`config.mk`:
```
export PLATFORM = sky130hd
export DESIGN_NAME = rggen_bus_exporter_mc
export DESIGN_NICKNAME = d
export VERILOG_FILES = /design/src/rtl/rggen_bus_exporter_mc.sv
export SDC_FILE = /design/constraint.sdc
export NUM_CORES = 1
export LEC_CHECK = 0
export ABC_AREA = 1
export ABC_CLOCK_PERIOD_IN_PS = 4180
export BUFFER_PORTS_ARGS = -buffer_cell sky130_fd_sc_hd__buf_2
export CAP_MARGIN = 20
export CORE_MARGIN = 2
export CORE_UTILIZATION = 51
export DETAILED_ROUTE_END_ITERATION = 8
export PLACE_DENSITY = 0.95
export SYNTH_ARGS = -nofsm -noshare
export SYNTH_HDL_FRONTEND = slang
export SYNTH_SLANG_ARGS = --single-unit
export TNS_END_PERCENT = 10
```
`constraint.sdc`:
```
create_clock -name clk -period 4.18 [get_ports clk]
set_input_delay 0.836 -clock clk [delete_from_list [all_inputs] [get_ports clk]]
set_output_delay 0.836 -clock clk [all_outputs]
set_load 0.02 [all_outputs]
```
`src/rtl/rggen_bus_exporter_mc.sv`:
```
// Multi-channel register-bus exporter: forwards one local command to one of CHANNELS external buses.
// Define RGGEN_BUS_EXPORTER_TIMEOUT_EN to add a response timeout after TIMEOUT_CYCLES request cycles.
module rggen_bus_exporter_mc #(
    parameter int DATA_WIDTH             = 32,
    parameter int LOCAL_ADDRESS_WIDTH    = 8,
    parameter int EXTERNAL_ADDRESS_WIDTH = 7,
    parameter int CHANNELS               = 2,
    parameter logic [CHANNELS*LOCAL_ADDRESS_WIDTH-1:0] START_ADDRESSES = '0,
    parameter int TIMEOUT_CYCLES         = 256
) (
    input  logic                              clk,
    input  logic                              rst,
    input  logic                              i_valid,
    input  logic [CHANNELS-1:0]               i_select,
    input  logic                              i_write,
    input  logic                              i_read,
    input  logic [LOCAL_ADDRESS_WIDTH-1:0]    i_address,
    input  logic [DATA_WIDTH/8-1:0]           i_strobe,
    input  logic [DATA_WIDTH-1:0]             i_write_data,
    output logic                              o_ready,
    output logic [DATA_WIDTH-1:0]             o_read_data,
    output logic [1:0]                        o_status,
    output logic [CHANNELS-1:0]               o_valid,
    output logic                              o_write,
    output logic                              o_read,
    output logic [EXTERNAL_ADDRESS_WIDTH-1:0] o_address,
    output logic [DATA_WIDTH/8-1:0]           o_strobe,
    output logic [DATA_WIDTH-1:0]             o_write_data,
    input  logic [CHANNELS-1:0]               i_ready,
    input  logic [CHANNELS*DATA_WIDTH-1:0]    i_read_data,
    input  logic [CHANNELS*2-1:0]             i_status
);
    localparam int CH_W = (CHANNELS > 1) ? $clog2(CHANNELS) : 1;

    generate
        if (CHANNELS < 1 || CHANNELS > 16) begin : g_bad_channels
            $error("CHANNELS must be within 1..16");
        end
        if (TIMEOUT_CYCLES < 1) begin : g_bad_timeout
            $error("TIMEOUT_CYCLES must be at least 1");
        end
    endgenerate

    typedef enum logic [1:0] {
        IDLE,
        REQUEST,
        RESPONSE
    } state_e;

    state_e                              state;
    logic [CH_W-1:0]                     ch;
    logic [CH_W-1:0]                     sel_index;
    logic [LOCAL_ADDRESS_WIDTH-1:0]      sel_start;
    logic [EXTERNAL_ADDRESS_WIDTH-1:0]   rebased;
    logic                                ch_ready;
    logic [1:0]                          ch_status;
    logic [DATA_WIDTH-1:0]               ch_read_data;
    logic                                timeout_hit;

    // NOTE: every always_comb output gets a default first so no path leaves it unassigned (no latch).
    always_comb begin
        sel_index = '0;
        for (int k = CHANNELS - 1; k >= 0; k--) begin
            if (i_select[k]) begin
                sel_index = CH_W'(k);
            end
        end
        sel_start    = START_ADDRESSES[sel_index*LOCAL_ADDRESS_WIDTH +: LOCAL_ADDRESS_WIDTH];
        rebased      = EXTERNAL_ADDRESS_WIDTH'(i_address - sel_start);
        ch_ready     = i_ready[ch];
        ch_status    = i_status[ch*2 +: 2];
        ch_read_data = i_read_data[ch*DATA_WIDTH +: DATA_WIDTH];
    end

`ifdef RGGEN_BUS_EXPORTER_TIMEOUT_EN
    localparam int TW = $clog2(TIMEOUT_CYCLES + 1);
    logic [TW-1:0] timer;

    // The limit fires on the cycle whose increment would reach TIMEOUT_CYCLES.
    assign timeout_hit = (state == REQUEST) && (timer == TW'(TIMEOUT_CYCLES - 1));

    always_ff @(posedge clk or posedge rst) begin
        if (rst) begin
            timer <= '0;
        end else if (state == IDLE) begin
            timer <= '0;
        end else if (state == REQUEST && !ch_ready) begin
            timer <= timer + 1'b1;
        end
    end
`else
    assign timeout_hit = 1'b0;
`endif

    // NOTE: sequential state uses non-blocking assignments so all registers update from pre-edge values.
    always_ff @(posedge clk or posedge rst) begin
        if (rst) begin
            state        <= IDLE;
            ch           <= '0;
            o_ready      <= 1'b0;
            o_read_data  <= '0;
            o_status     <= 2'b00;
            o_valid      <= '0;
            o_write      <= 1'b0;
            o_read       <= 1'b0;
            o_address    <= '0;
            o_strobe     <= '0;
            o_write_data <= '0;
        end else begin
            case (state)
                IDLE: begin
                    if (i_valid && |i_select) begin
                        state        <= REQUEST;
                        ch           <= sel_index;
                        o_valid      <= CHANNELS'(1) << sel_index;
                        o_write      <= i_write;
                        o_read       <= i_read;
                        o_address    <= rebased;
                        o_strobe     <= i_strobe;
                        o_write_data <= i_write_data;
                    end
                end
                REQUEST: begin
                    if (ch_ready) begin
                        state       <= RESPONSE;
                        o_valid     <= '0;
                        o_write     <= 1'b0;
                        o_read      <= 1'b0;
                        o_ready     <= 1'b1;
                        o_status    <= ch_status;
                        o_read_data <= o_read ? ch_read_data : '0;
                    end else if (timeout_hit) begin
                        state       <= RESPONSE;
                        o_valid     <= '0;
                        o_write     <= 1'b0;
                        o_read      <= 1'b0;
                        o_ready     <= 1'b1;
                        o_status    <= 2'b10;
                        o_read_data <= '0;
                    end
                end
                RESPONSE: begin
                    o_ready <= 1'b0;
                    state   <= IDLE;
                end
                default: begin
                    state <= IDLE;
                end
            endcase
        end
    end
endmodule

```
==> results.md <==
* Setup TNS at 0 ns
* Sequential Area at around 2100 um^2
* Crit start category: flip-flop
* Num CTS Buffers at 9
* CP cell instances: buf_4 > inv_4 > nand2_2 > nand3_4 > nand2_1 > o21ai_2
* Multi-input gate area at 1530 um^2
* Starting DRT DRC Count at between 100 and 150
* Commonest non-fill, non-tap cell in the layout: buf_2
* WP data required at roughly 4.4 ns
* Slew Limit Fails at 0
* Max_slew headroom at 0.346
* Clock power frac at 0.148
* Int Power at between 2 and 2.5 mW
* Distinct cells, synth at 19
* Largest net degree at the start of global routing at 73
* Drt first pass iters at 6
* CTS sink cnt at 85
* Drt drc at 0
* PwrDens at approximately 770 nW/um^2
* Slew @ Worst Pin at slightly below 1 ns
* Final count of negative-setup-slack endpoints at 0
* Maximum clock rate at 0.426 GHz
* Antenna diodes at 0
* Final Hold Viols at 0
* DP HPWL at 7750 um
* Initial core utilization at 0.530
* Maximum vdd drop at 0.000376 V
* Seq pwr share at 0.344
* CP Class: flip-flop to flip-flop
* Worst path arrival time at approximately 2.6 ns
* Post-route cell area at around 5500 um^2
* Warning count from the yosys run at 0
* Total Wirelength at a little over 10000 um
* Vias post-DR at approximately 3900
* Post-synth ARST share at 1.00
* Layout cells sized above 1 at 0.423
* Placement row count at 33
* Post-CTS sizing at 0
* Max clock buf depth at 2
* Static Leak at 3.34 nW
* Crit-path slowest cell: nand3_4
* Mean area per synthesized cell at roughly 8.5 um^2
* Fill cells at between 600 and 700
* Seq/Total Area, Yosys at 0.486
* Clk pin slew, worst setup/hold paths at 0.09 ns
* Grt ovf at 0
* RSZ-0062 raised after global routing: false
* Chip height at 96.7 um
* Number of synthesized flops with an enable pin at 0
* CTS tree: done
* Antenna violations before repair at 0
* Placed inst area at 5260 um^2
* Tcrit/Tclk final at 0.562
* Maxcap violations at 0
* Count of buffer and inverter cells on the critical path at 2
* CP max stage delay at 0.70 ns
* Leading cell types in the layout, fill and taps excluded: 201 x buf_2, 164 x nand2_1, 113 x inv_1
* Sw Ratio at 0.465
* Root buf cell: clkbuf_8
* Class of the worst hold path: primary input to async pin
* Switching pwr at 1.97 mW
* Nets@finish at 823
* I/O Pins at roughly 200
* Comb pwr share at 0.508
* Routability congestion estimate at 0.873
* Tot GR Track Use at 0.222
* Seq cells post-synth at 85
* First-pass GRT wire length at roughly 17000 um
* ANT nets after route at 0
* Min Tclk post-route at ~2.3 ns
* Die area at 9340 um^2
* Worst Path Max Fanout at 72
* Post-Synthesis Cells at 513
* Setup Buffers After CTS at 0
* Die Span X at 96.7 um
* PortBufs at 201
* Final Skew at between 0.009 and 0.01 ns
* Top FF cell, synth: dfrtp_1
* Post-DR vias/cell at approximately 4.8
* Hold buffers post-CTS at 0
* Vias in the first global route at approximately 3800
* Syn nets at 634
* CP top delay family: simple AND/OR/NAND/NOR gates
* H-Tree Depth at 3
* Clk_lat worst skew at 0.34 ns
* Area Growth Syn to Fin at 25.8%
* CP Capture Type: flip-flop
* Final Util at 0.667
* Synth Cell Area at ~4400 um^2
* DR WL/cell at between 10 and 15 um
* Status: completed
* Core footprint at 8260 um^2
[synth_stat cells, types with 3 or more instances]
cell type	count	area (um^2)
inv_1	114	428
nand2_1	164	616
nand4_1	3	18.8
buf_6	11	124
o21ai_2	66	578
buf_12	5	100
o21ai_1	7	35.0
nand3_2	4	40.0
dfrtp_1	85	2130
nand3_1	33	165
buf_2	8	40.0
[final timing paths]
kind | from | to | slack, ns | depth (start not counted)
worst max-delay path | ch | o_read_data[20] | 1.83 | 6
worst min-delay path | rst | o_write_data[20] | 0.36 | 2
worst max register to register | ch | o_read_data[20] | 1.83 | 6
worst min register to register | o_status[1] | o_status[1] | 0.48 | 2
max in group asynchronous | rst | o_address[2] | 2.92 | 4
min in group clk | o_status[1] | o_status[1] | 0.48 | 2
[power groups by stage]
stage,clock (mW),combinational (mW),sequential [mW]
3_3_place_gp,0,2.09,1.44
5_1_grt,0.678,2.35,1.50
6_report,0.629,2.15,1.46
3_5_place_dp,0,2.17,1.46
2_1_floorplan,0,1.16,1.93
4_1_cts,0.646,2.18,1.45
[metrics by stage]
stage / hold slack (ns) / setup WS [ns] / cells / power (mW)
global placement: 0.458 / 1.65 / 795 / 3.53
CTS: 0.486 / 1.76 / 811 / 4.28
global route: 0.341 / 1.59 / 812 / 4.53
floorplan: 0.575 / 1.15 / 513 / 3.09
detailed placement: 0.464 / 1.59 / 795 / 3.64
finish: 0.358 / 1.83 / 812 / 4.24
[state kept, by name, summed over array words and instances, names as in the netlist]
| register | flops |
|---|---|
| o_write_data | 32 |
| o_ready | 1 |
| state | 2 |
| o_write | 1 |
| o_valid | 2 |
| o_status | 2 |
| o_address | 7 |
| o_read | 1 |
| o_read_data | 32 |
| o_strobe | 4 |
| ch | 1 |
[layout make-up]
type | count | share of cell area
tap | 105 | 0.0239
inverter | 115 | 0.0791
timing repair buffer | 206 | 0.193
clock buffer | 10 | 0.0232
multi-input combinational | 285 | 0.278
sequential | 85 | 0.386
clock inverter | 6 | 0.0159
[layer usage]
metal | global-route usage | wire [um]
met5 | 0 | 0
met4 | 0.0769 | 165
met3 | 0.0564 | 848
met2 | 0.380 | 5010
met1 | 0.275 | 4300
[kinds of logic (layout without fill, tap and decap cells)]
logic type	Yosys count	in the layout	share of synthesized area
and+or+nand+nor	210	210	0.208
buffers and inverters	143	337	0.164
DFF	85	85	0.486
AOI/OAI and AO/OA	75	75	0.142
Note: power is estimated with default switching activity, not from simulation.
